**src/rtl/sync_fifo_flags_if.sv**
```systemverilog
// Handshake/status bundle for sync_fifo_flags: the producer/consumer side drives
// the master modport, the FIFO itself sits on the slave modport.
interface sync_fifo_flags_if #(
    parameter int WIDTH = 8,
    parameter int PTR   = 4
);
    logic             sclr;
    logic             clr_err;
    logic             wren;
    logic [WIDTH-1:0] datain;
    logic             rden;
    logic [WIDTH-1:0] dataout;
    logic             full;
    logic             empty;
    logic [PTR:0]     usedw;
    logic             almost_full;
    logic             almost_empty;
    logic             overflow;
    logic             underflow;

    modport master (
        output sclr, clr_err, wren, datain, rden,
        input  dataout, full, empty, usedw, almost_full, almost_empty,
               overflow, underflow
    );

    modport slave (
        input  sclr, clr_err, wren, datain, rden,
        output dataout, full, empty, usedw, almost_full, almost_empty,
               overflow, underflow
    );
endinterface

```
**src/rtl/sync_fifo_flags.sv**
```systemverilog
// Single-clock power-of-two FIFO with normal or show-ahead read, programmable
// almost-full/almost-empty thresholds, synchronous clear and sticky error flags.
module sync_fifo_flags #(
    parameter int WIDTH     = 8,
    parameter int PTR       = 4,
    parameter int DEPTH     = 16,
    parameter int SHOWAHEAD = 0,
    parameter int AF_LEVEL  = 12,
    parameter int AE_LEVEL  = 2
) (
    input  logic              clk,
    input  logic              reset_,
    sync_fifo_flags_if.slave  bus
);
    localparam logic [PTR:0] L_DEPTH = (PTR+1)'(DEPTH);
    localparam logic [PTR:0] L_AF    = (PTR+1)'(AF_LEVEL);
    localparam logic [PTR:0] L_AE    = (PTR+1)'(AE_LEVEL);

    logic [WIDTH-1:0] r_mem [DEPTH];
    logic [PTR-1:0]   r_wr_ptr;
    logic [PTR-1:0]   r_rd_ptr;
    logic [PTR:0]     r_usedw;
    logic             r_overflow;
    logic             r_underflow;

    logic w_full;
    logic w_empty;
    logic w_wr_acc;
    logic w_rd_acc;

    // Status decodes only from the registered count, never from the requests.
    assign w_full   = (r_usedw == L_DEPTH);
    assign w_empty  = (r_usedw == '0);
    assign w_wr_acc = bus.wren & ~w_full  & ~bus.sclr;
    assign w_rd_acc = bus.rden & ~w_empty & ~bus.sclr;

    always_ff @(posedge clk) begin
        if (w_wr_acc) begin
            r_mem[r_wr_ptr] <= bus.datain;
        end
    end

    always_ff @(posedge clk or negedge reset_) begin
        if (!reset_) begin
            r_wr_ptr <= '0;
            r_rd_ptr <= '0;
            r_usedw  <= '0;
        end else if (bus.sclr) begin
            r_wr_ptr <= '0;
            r_rd_ptr <= '0;
            r_usedw  <= '0;
        end else begin
            if (w_wr_acc) begin
                r_wr_ptr <= r_wr_ptr + PTR'(1);
            end
            if (w_rd_acc) begin
                r_rd_ptr <= r_rd_ptr + PTR'(1);
            end
            case ({w_wr_acc, w_rd_acc})
                2'b10:   r_usedw <= r_usedw + (PTR+1)'(1);
                2'b01:   r_usedw <= r_usedw - (PTR+1)'(1);
                default: r_usedw <= r_usedw;
            endcase
        end
    end

    // A rejected request in the same cycle as a clear keeps its flag set.
    always_ff @(posedge clk or negedge reset_) begin
        if (!reset_) begin
            r_overflow  <= 1'b0;
            r_underflow <= 1'b0;
        end else begin
            if (bus.wren & w_full) begin
                r_overflow <= 1'b1;
            end else if (bus.clr_err | bus.sclr) begin
                r_overflow <= 1'b0;
            end
            if (bus.rden & w_empty) begin
                r_underflow <= 1'b1;
            end else if (bus.clr_err | bus.sclr) begin
                r_underflow <= 1'b0;
            end
        end
    end

    generate
        if (SHOWAHEAD != 0) begin : g_showahead
            assign bus.dataout = w_empty ? '0 : r_mem[r_rd_ptr];
        end else begin : g_normal
            logic [WIDTH-1:0] r_dataout;
            always_ff @(posedge clk or negedge reset_) begin
                if (!reset_) begin
                    r_dataout <= '0;
                end else if (bus.sclr) begin
                    r_dataout <= '0;
                end else if (w_rd_acc) begin
                    r_dataout <= r_mem[r_rd_ptr];
                end
            end
            assign bus.dataout = r_dataout;
        end
    endgenerate

    assign bus.full         = w_full;
    assign bus.empty        = w_empty;
    assign bus.usedw        = r_usedw;
    assign bus.almost_full  = (r_usedw >= L_AF);
    assign bus.almost_empty = (r_usedw <= L_AE);
    assign bus.overflow     = r_overflow;
    assign bus.underflow    = r_underflow;
endmodule

```
**src/flat_wrapper.sv**
```systemverilog
// flat-port wrapper written by rule: the top's interface ports become plain ports
module sync_fifo_flags_flat 
#(
    parameter int WIDTH     = 8,
    parameter int PTR       = 4,
    parameter int DEPTH     = 16,
    parameter int SHOWAHEAD = 0,
    parameter int AF_LEVEL  = 12,
    parameter int AE_LEVEL  = 2
)
  (clk, reset_, bus_sclr, bus_clr_err, bus_wren, bus_datain, bus_rden, bus_dataout, bus_full, bus_empty, bus_usedw, bus_almost_full, bus_almost_empty, bus_overflow, bus_underflow);
  sync_fifo_flags_if #(.WIDTH(WIDTH), .PTR(PTR)) bus_i ();
  input  logic clk;
  input  logic reset_;
  input wire logic [$bits(bus_i.sclr)-1:0] bus_sclr;
  input wire logic [$bits(bus_i.clr_err)-1:0] bus_clr_err;
  input wire logic [$bits(bus_i.wren)-1:0] bus_wren;
  input wire logic [$bits(bus_i.datain)-1:0] bus_datain;
  input wire logic [$bits(bus_i.rden)-1:0] bus_rden;
  output wire logic [$bits(bus_i.dataout)-1:0] bus_dataout;
  output wire logic [$bits(bus_i.full)-1:0] bus_full;
  output wire logic [$bits(bus_i.empty)-1:0] bus_empty;
  output wire logic [$bits(bus_i.usedw)-1:0] bus_usedw;
  output wire logic [$bits(bus_i.almost_full)-1:0] bus_almost_full;
  output wire logic [$bits(bus_i.almost_empty)-1:0] bus_almost_empty;
  output wire logic [$bits(bus_i.overflow)-1:0] bus_overflow;
  output wire logic [$bits(bus_i.underflow)-1:0] bus_underflow;
  assign bus_i.sclr = bus_sclr;
  assign bus_i.clr_err = bus_clr_err;
  assign bus_i.wren = bus_wren;
  assign bus_i.datain = bus_datain;
  assign bus_i.rden = bus_rden;
  assign bus_dataout = bus_i.dataout;
  assign bus_full = bus_i.full;
  assign bus_empty = bus_i.empty;
  assign bus_usedw = bus_i.usedw;
  assign bus_almost_full = bus_i.almost_full;
  assign bus_almost_empty = bus_i.almost_empty;
  assign bus_overflow = bus_i.overflow;
  assign bus_underflow = bus_i.underflow;
  sync_fifo_flags #(.WIDTH(WIDTH), .PTR(PTR), .DEPTH(DEPTH), .SHOWAHEAD(SHOWAHEAD), .AF_LEVEL(AF_LEVEL), .AE_LEVEL(AE_LEVEL)) u_core (.clk(clk), .reset_(reset_), .bus(bus_i));
endmodule
```
**config.mk**
```make
export PLATFORM = sky130hd
export DESIGN_NAME = sync_fifo_flags_flat
export DESIGN_NICKNAME = d
export VERILOG_FILES = /design/src/rtl/sync_fifo_flags_if.sv /design/src/rtl/sync_fifo_flags.sv /design/src/flat_wrapper.sv
export SDC_FILE = /design/constraint.sdc
export NUM_CORES = 1
export LEC_CHECK = 0
export CAP_MARGIN = 30
export CORE_UTILIZATION = 47
export CTS_CLUSTER_DIAMETER = 80
export DETAILED_ROUTE_END_ITERATION = 8
export PLACE_DENSITY = 0.66
export SYNTH_ARGS = -nofsm -noshare
export SYNTH_HDL_FRONTEND = slang
export SYNTH_SLANG_ARGS = --single-unit
```
**constraint.sdc**
```tcl
create_clock -name clk -period 2.36 [get_ports clk]
set_input_delay 0.354 -clock clk [delete_from_list [all_inputs] [get_ports clk]]
set_output_delay 0.354 -clock clk [all_outputs]
set_load 0.01 [all_outputs]
```
==> impl_metrics.tcl, run 1 <==
set metrics [dict create \
    period_share 1.02 \
    place_ws_ns -0.365 \
    synth_most_common_cell "edfxtp_1" \
    rsz0062_at_grt "true" \
    reg2reg_depth 9 \
    setup_violations 2 \
    hold_class "in -> async" \
    max_clock_freq_ghz 0.416 \
    synth_top_family_by_area "multiplexers" \
    worst_slack_ns -0.0442 \
    cts_made_buffers 17 \
    ir_worst_vdd_uv 468 \
    r2r_slack_ns -0.03 \
    syn_area_um2 6280 \
    synth_top_area_cell "edfxtp_1" \
    start_util 0.490 \
    place.gp.congestion 0.875 \
    crit_cells 4 \
    async_flop_share 0.152 \
    slew_headroom 0.580 \
    netlist_instances 355 \
    synthXorXnorAreaFrac 0.0139 \
    n_antenna_cell 0 \
    grt_antenna_before_repair 0 \
    path_buf_inv 2 \
    portBuffers 32 \
    synth-edff-count 128 \
    antenna_violating_nets_post_route 0 \
    r2r-start "u_core.bus.usedw[2]" \
    powerDensity_nw_per_um2 986 \
    finalCriticalPeriod_ns 2.40 \
    worstPathArrival_ns 2.05 \
    first_pass_iters 4 \
    status "complete, but fails checks" \
    synth.area.top_cells "edfxtp_1 61%, mux4_2 14%, dfrtp_1 9.2%" \
    boundaryPins 33 \
    worst_slew_pin_slew_ns 0.630 \
    die_h_um 118 \
    cp-start-kind "flip-flop" \
    synth_compound_area_frac 0.0349 \
    yosys.area_share.simple 0.0634 \
    nNetsFinal 447 \
    cp_max_fo 11 \
    grt-ovfl-total 0 \
    yosysWarningCount 0 \
    ys_types 41 \
    via_per_inst 5.58 \
    grt.total_usage 0.194 \
    cts-root-buf "clkbuf_16" \
    wl_per_cell_um 20.3 \
    clockBufferDepth 2 \
    synthToLayoutAreaGrowth_pct 21.0 \
    yosysSeqAreaShare 0.704 \
    fin_skew_ns 0.00598 \
    dieArea_um2 13800 \
    fp.dieW_um 118 \
    hold_viol 0 \
    critPathSlowestCell "or4_4" \
    fp-row-count 41 \
    clkTransAtPathRegs_ns 0.06 \
    synth_ff_type "edfxtp_1" \
    numClockSinks 151 \
    r2r_end "u_core.bus.usedw[4]" \
    design_area_um2 7590 \
    synth.avg_cell_area_um2 17.7 \
    synth_top_area_frac 0.612 \
    synthAdderAreaFrac 0.0139 \
    wl_um 12400 \
    grt_pass1_vias 3431 \
    cp.required_ns 2.01 \
    h-tree-depth 4 \
    cp-end-kind "output pin" \
    crit_start "u_core.bus.usedw[2]" \
    grt_first_pass_wirelength_um 19800 \
    drc 0 \
    synth_common_cells "128 x edfxtp_1, 40 x mux4_2, 34 x nor2_1" \
    slew_violations 0 \
    final_util 0.592 \
    first_iter_violations 357 \
    grt_max_degree 36 \
    fin_tns_setup_ns -0.0697 \
    drive_gt1_frac 0.278 \
    power.total_mw 7.49 \
    vias 3408 \
    placed_area_um2 7020 \
    ys_seq_elements 151 \
    crit_chain "buf_4, or4_4, nor2_2, dlygate4sd2_1" \
    violations "negative setup slack" \
    core_area_um2 12800 \
    synth.area.mux_share 0.148 \
    insertion_delay_ns 0.42 \
    crit_path_max_incr_delay_ns 0.58 \
    postCtsHoldBufs 0 \
    cap_violations 0 \
    power_leakage_nw 2.60 \
    hpwlAfterDp_um 7900 \
    crit_family "simple AND/OR/NAND/NOR gates" \
    synth_nets 376 \
    worstSetupPathType "reg -> out" \
    cts_tree "yes" \
]
[how the worst max path moves through the flow]
stage,endpoint,slack [ns]
finish,bus_empty,-0.04
global route,u_core.bus.usedw[4],-0.15
CTS,u_core.bus.usedw[4],-0.05
detailed placement,u_core.bus.usedw[4],-0.36
global placement,u_core.bus.usedw[4],-0.29
floorplan,u_core.bus.usedw[4],-0.06
[report_power, final]
| group | leakage (nW) | internal (mW) | total [mW] | switching [mW] |
|---|---|---|---|---|
| sequential | 1.46 | 3.03 | 3.11 | 0.0843 |
| combinational | 0.875 | 0.976 | 1.92 | 0.941 |
| clock | 0.262 | 1.44 | 2.46 | 1.02 |
| total | 2.60 | 5.45 | 7.49 | 2.04 |
[cells in the final DEF (no fill, tap or decap), drive strengths merged, types with 2 or more instances in the layout]
cell / netlist / routed
a21oi: 13 / 13
a22o: 2 / 2
a31oi: 4 / 4
buf: 14 / 42
clkbuf: 8 / 20
clkdlybuf4s50: 0 / 29
clkinv: 0 / 8
clkinvlp: 0 / 2
dfrtp: 23 / 23
dlygate4sd2: 0 / 3
edfxtp: 128 / 128
ha: 7 / 7
inv: 4 / 5
mux2i: 3 / 3
mux4: 40 / 40
nand2: 26 / 26
nand2b: 5 / 5
nand3b: 3 / 3
nand4: 4 / 4
nor2: 35 / 35
nor4: 3 / 3
o21ai: 9 / 9
or3b: 2 / 2
xnor2: 3 / 3
xor2: 7 / 7
[cell families after synthesis]
family                   after synthesis
adder cells (fa/ha/maj)                7
flip-flops                           151
AND/OR/NAND/NOR                       83
AO/OA/AOI/OAI                         35
buffers and inverters                 26
XOR/XNOR                              10
multiplexers                          43
[metrics by stage]
| step | hold slack [ns] | std cells |
|---|---|---|
| 2_1_floorplan | 0.0584 | 355 |
| 3_3_place_gp | 0.487 | 577 |
| 3_5_place_dp | 0.491 | 577 |
| 4_1_cts | 0.307 | 611 |
| 5_1_grt | 0.324 | 611 |
| 6_report | 0.300 | 611 |
[state kept, by name, summed over array words and instances, names as in the netlist]
| name | cells |
|---|---|
| u_core.r_mem | 128 |
| u_core.r_rd_ptr | 4 |
| u_core.r_wr_ptr | 4 |
| u_core.bus.underflow | 1 |
| u_core.bus.usedw | 5 |
| u_core.bus.dataout | 8 |
| u_core.bus.overflow | 1 |
[final cells by class]
class | count | area [um2]
clock inverter | 12 | 104
inverter | 4 | 15.0
fill | 975 | 5230
multi-input combinational | 178 | 1750
sequential | 151 | 4420
timing repair buffer | 74 | 657
tap | 172 | 215
clock buffer | 20 | 437
[timing repair]
| action | CTS | global route |
|---|---|---|
| setup endpoints to repair | 4 | 3 |
| setup buffers | 2 | 0 |
| gates resized for setup | 4 | 3 |
| pin swaps | 7 | 1 |
[metal layers]
metal | wire length, um | track usage
met1 | 5770 | 0.273
met2 | 6060 | 0.304
met3 | 426 | 0.0388
met4 | 144 | 0.0649
met5 | 0 | 0
Note: power is estimated with default switching activity, not from simulation.
==> inputs of run 2 (changes only) <==
- CORE_UTILIZATION: 47 -> 27
- PLACE_DENSITY: 0.66 -> 0.43
==> run 2 against run 1 <==
Effect of this change: sequential cell count unchanged; combinational power about the same; fmax up 0.77%; register-to-register slack hardly changed; cell area grew 2.3%; clock power is 2% higher; count of clock-buffer cells in the layout decreased by 1; non-clock buffer count rose by 4; utilization fell by 25 points; critical path depth increased by 6; largest cell class unchanged; sequential power barely moved; the run still ends with negative setup slack left; final cell count increased by 19%.
==> impl_metrics.tcl, run 2 (synthesis gave the netlist of run 1 again) <==
set metrics [dict create \
    slew_headroom 0.570 \
    first_pass_iters 5 \
    drc 0 \
    rsz0062_at_grt "true" \
    max_clock_freq_ghz 0.419 \
    clkTransAtPathRegs_ns 0.06 \
    worstSetupPathType "reg -> reg" \
    drive_gt1_frac 0.281 \
    final_util 0.342 \
    place.gp.congestion 0.797 \
    via_per_inst 4.67 \
    hpwlAfterDp_um 9310 \
    wl_per_cell_um 19.7 \
    h-tree-depth 4 \
    r2r-start "u_core.bus.usedw[2]" \
    slew_violations 0 \
    start_util 0.276 \
    grt_antenna_before_repair 0 \
    dp_cells 695 \
    powerDensity_nw_per_um2 977 \
    dieArea_um2 23900 \
    final_common_cell "edfxtp_1" \
    n_antenna_cell 0 \
    ir_worst_vdd_uv 530 \
    worstPathArrival_ns 2.67 \
    antenna_violating_nets_post_route 0 \
    most-common-layout-cells "128 x edfxtp_1, 44 x buf_4, 40 x mux4_2, 34 x nor2_1, 29 x clkdlybuf4s50_1" \
    nNetsFinal 451 \
    vias 3392 \
    fin_skew_ns 0.00731 \
    final_cells 727 \
    status "complete, but fails checks" \
    hold_viol 0 \
    grt_first_pass_wirelength_um 22000 \
    first_iter_violations 203 \
    worst_slack_ns -0.0258 \
    fp.dieW_um 154 \
    cts-root-buf "clkbuf_16" \
    largest_reg_flops 128 \
    cap_violations 0 \
    violations "negative setup slack" \
    wl_um 14300 \
    cp-start-kind "flip-flop" \
    portBuffers 32 \
    grt-ovfl-total 0 \
    core_area_um2 22700 \
    cp.required_ns 2.65 \
    grt_max_degree 36 \
    synthToLayoutAreaGrowth_pct 23.8 \
    critPathSlowestCell "dfrtp_1" \
    reg2reg_depth 10 \
    r2r_slack_ns -0.03 \
    crit_chain "nor4_4, mux2i_2, xor2_1, ha_2, o22ai_2, nor2_1, mux2i_2, buf_4, a31oi_1, a31oi_1" \
    power_leakage_nw 2.64 \
    worst_slew_pin_slew_ns 0.642 \
    die_h_um 154 \
    hold_class "in -> async" \
    r2r_end "u_core.bus.usedw[4]" \
    boundaryPins 33 \
    grt.total_usage 0.130 \
    numClockSinks 151 \
    setup_violations 1 \
    crit_path_max_incr_delay_ns 0.41 \
    cp_max_fo 3 \
    cp-end-kind "flip-flop" \
    insertion_delay_ns 0.41 \
    period_share 1.01 \
    top_register "u_core.r_mem" \
    finalCriticalPeriod_ns 2.39 \
    cts_made_buffers 17 \
    clockBufferDepth 2 \
    cts_tree "yes" \
    fp-row-count 55 \
    grt_pass1_vias 3540 \
    postCtsHoldBufs 0 \
]
-- run 2: final cells by class --
type | count | area [um2]
clock inverters | 12 | 110
inverters | 4 | 15.0
clock buffers | 19 | 433
repair buffers | 78 | 683
multi-input cells | 178 | 1750
well taps | 285 | 357
flip-flops and latches | 151 | 4420
fillers | 2165 | 14900
-- run 2: timing repair --
action                                 4_1_cts  5_1_grt
setup endpoints to repair                    4        3
resized for setup                            7        4
endpoints found under the hold margin        0        0
buffers inserted                             1        0
pin swaps                                    1        9
-- run 2: power breakdown --
part	internal (mW)	switching, mW
clock network	1.53	0.985
logic	0.975	0.979
registers	3.03	0.0920
total	5.53	2.06
-- run 2: how the worst max path moves through the flow --
stage | start | to | cells past startpoint
final | u_core.bus.usedw[2] | u_core.bus.usedw[4] | 10
after global routing | u_core.bus.usedw[2] | u_core.bus.usedw[4] | 10
after CTS | u_core.bus.usedw[0] | u_core.bus.usedw[4] | 9
after detailed placement | bus_rden | u_core.bus.usedw[4] | 10
after global placement | bus_rden | u_core.bus.usedw[4] | 11
after floorplan | u_core.bus.usedw[3] | u_core.bus.usedw[4] | 9
-- run 2: metal layers --
| metal | track usage | up-vias | routed length [um] |
|---|---|---|---|
| li1 | - | 1541 | - |
| met1 | 0.172 | 1766 | 6620 |
| met2 | 0.207 | 80 | 7050 |
| met3 | 0.0384 | 5 | 552 |
| met4 | 0.0339 | 0 | 67 |
| met5 | 0 | - | 0 |
-- run 2: stage by stage --
step / area, um2 / worst slack (ns) / hold slack, ns / TNS [ns] / power [mW]
CTS: 7760 / -0.0378 / 0.292 / -0.0548 / 7.70
global route: 7770 / -0.145 / 0.317 / -0.174 / 7.96
floorplan: 6280 / -0.0570 / 0.0584 / -0.0570 / 4.35
detailed placement: 7200 / -0.379 / 0.504 / -5.97 / 5.13
finish: 7770 / -0.0258 / 0.293 / -0.0258 / 7.59
global placement: 7200 / -0.350 / 0.496 / -4.86 / 5.14
-- run 2: worst max-delay path, delay by kind of cell (launching register included) --
kind | cells | cell delay (ns)
simple gates | 2 | 0.47
mux | 2 | 0.45
flops | 1 | 0.41
compound gates | 3 | 0.33
fa+ha+maj | 1 | 0.24
xor+xnor | 1 | 0.21
buf+inv | 1 | 0.15
==> inputs of run 3 (changes only) <==
- PLACE_DENSITY: 0.43 -> 0.49
==> run 3 against run 2 <==
Effect of this change: the run still ends with negative setup slack left; sequential share of layout area shrank 1.0 points; clock skew grew 0.0028 ns; clock power grew 20%; die area is the same; count of clock-buffer cells in the layout is the same; utilization grew 0.62 points; wire length shrank 3.0%; combinational power grew 3%; sequential power is essentially flat; critical path type unchanged; largest cell class unchanged; highest routed layer unchanged.
==> impl_metrics.tcl, run 3 (synthesis gave the netlist of run 1 again) <==
set metrics [dict create \
    first_pass_iters 5 \
    met2_usage 0.198 \
    grt_pass1_vias 3590 \
    nFillCells 2146 \
    worst_slew_pin_slew_ns 0.581 \
    synthToLayoutAreaGrowth_pct 26.0 \
    antenna_violating_nets_post_route 0 \
    r2r_slack_ns -0.02 \
    first_iter_violations 225 \
    clockBufferDepth 2 \
    n_antenna_cell 0 \
    grt_first_pass_wirelength_um 21600 \
    wl_per_cell_um 19.0 \
    cts-root-buf "clkbuf_16" \
    top_register "u_core.r_mem" \
    grt_util_met3 0.0339 \
    fin_tns_setup_ns -0.0234 \
    worst_slack_ns -0.0234 \
    setup_violations 1 \
    worstPathArrival_ns 2.66 \
    drive_gt1_frac 0.293 \
    die_h_um 154 \
    r2r-start "u_core.bus.usedw[2]" \
    wl_um 13900 \
    fin_skew_ns 0.0101 \
    clkTransAtPathRegs_ns 0.06 \
    cp_max_fo 3 \
    largest_reg_flops 128 \
    grt.total_usage 0.125 \
    place.gp.congestion 0.767 \
    most-common-layout-cells "128 x edfxtp_1, 43 x buf_4, 40 x mux4_2, 34 x nor2_1, 29 x clkdlybuf4s50_1" \
    start_util 0.276 \
    r2r_end "u_core.bus.usedw[4]" \
    period_share 1.01 \
    reg2reg_depth 8 \
    grt_antenna_before_repair 0 \
    vias 3392 \
    dieArea_um2 23900 \
    cp-end-kind "flip-flop" \
    hold_viol 0 \
    powerDensity_nw_per_um2 1030 \
    finalCriticalPeriod_ns 2.38 \
    via_per_inst 4.66 \
    numClockSinks 151 \
    power_leakage_nw 2.70 \
    rsz0062_at_grt "true" \
    final_util 0.348 \
    grt_max_degree 36 \
    cts_tree "yes" \
    ir_worst_vdd_uv 430 \
    hold_class "in -> async" \
    nNetsFinal 451 \
    worstSetupPathType "reg -> reg" \
    slew_headroom 0.612 \
    slew_violations 0 \
    postCtsHoldBufs 0 \
    place_ws_ns -0.383 \
    portBuffers 32 \
    drc 0 \
    grt-ovfl-total 0 \
    insertion_delay_ns 0.41 \
    cap_violations 0 \
    cp-start-kind "flip-flop" \
    fp-row-count 55 \
    cp.required_ns 2.64 \
    max_clock_freq_ghz 0.420 \
    boundaryPins 33 \
    final_common_cell "edfxtp_1" \
    power.total_mw 8.13 \
    fp.dieW_um 154 \
    hold_slack_ns 0.312 \
    hpwlAfterDp_um 9020 \
    busiest_layer "met2" \
    h-tree-depth 4 \
    status "complete, but fails checks" \
    violations "negative setup slack" \
    core_area_um2 22700 \
    cts_made_buffers 17 \
    gr-usage-met1 0.168 \
]
run 3: cell count changes in the layout (fill, tap and decap cells not counted), sizes merged:
cell and change:
bufinv +4, clkinv -3, clkinvlp -1, inv +1
run 3: worst max-delay path, cell delays in order, from the launching register on:
cell and delay (ns):
dfrtp_1 0.41, nor4_4 0.36, mux2i_2 0.33, ha_1 0.33, o211a_1 0.24, mux2i_2 0.21, a21oi_1 0.11, a41oi_2 0.16
a31oi_1 0.10
run 3: how the worst max path moves through the flow:
stage | from | end | slack (ns) | depth (start not counted)
final | u_core.bus.usedw[2] | u_core.bus.usedw[4] | -0.02 | 8
after global routing | u_core.bus.usedw[2] | u_core.bus.usedw[4] | -0.16 | 9
after CTS | u_core.bus.usedw[0] | u_core.bus.usedw[4] | -0.08 | 9
after detailed placement | bus_rden | u_core.bus.usedw[4] | -0.38 | 10
after global placement | bus_rden | u_core.bus.usedw[4] | -0.35 | 10
after floorplan | u_core.bus.usedw[3] | u_core.bus.usedw[4] | -0.06 | 9
run 3: cell type report:
cell class / instances / area [um2] / area share
Sequential cell: 151 / 4420 / 0.559
Multi-Input combinational cell: 178 / 1770 / 0.223
Timing Repair Buffer: 78 / 696 / 0.0879
Clock buffer: 19 / 433 / 0.0547
Tap cell: 285 / 357 / 0.0451
Clock inverter: 13 / 225 / 0.0285
Inverter: 4 / 15.0 / 0.00190
run 3: per-layer routing:
layer / vias to the layer above / part of all wire
met2: 74 / 0.48
li1: 1547 / -
met4: 0 / 0.0093
met3: 9 / 0.041
met1: 1762 / 0.47
met5: - / 0
run 3: timing repair:
action                                  4_1_cts  5_1_grt
setup buffers                                 2        0
resized for setup                             6        6
endpoints found under the setup margin        4        3
pin swaps                                     7        9
run 3: where the power goes:
| group | switching, mW | internal, mW | total [mW] |
|---|---|---|---|
| registers | 0.0873 | 3.03 | 3.12 |
| logic | 0.993 | 1.01 | 2.00 |
| clock network | 1.03 | 1.98 | 3.02 |
run 3: stage by stage:
| step | std cells | cell area, um2 |
|---|---|---|
| CTS | 728 | 7890 |
| global placement | 694 | 7210 |
| detailed placement | 694 | 7210 |
| finish | 728 | 7910 |
| floorplan | 355 | 6280 |
| global route | 728 | 7910 |
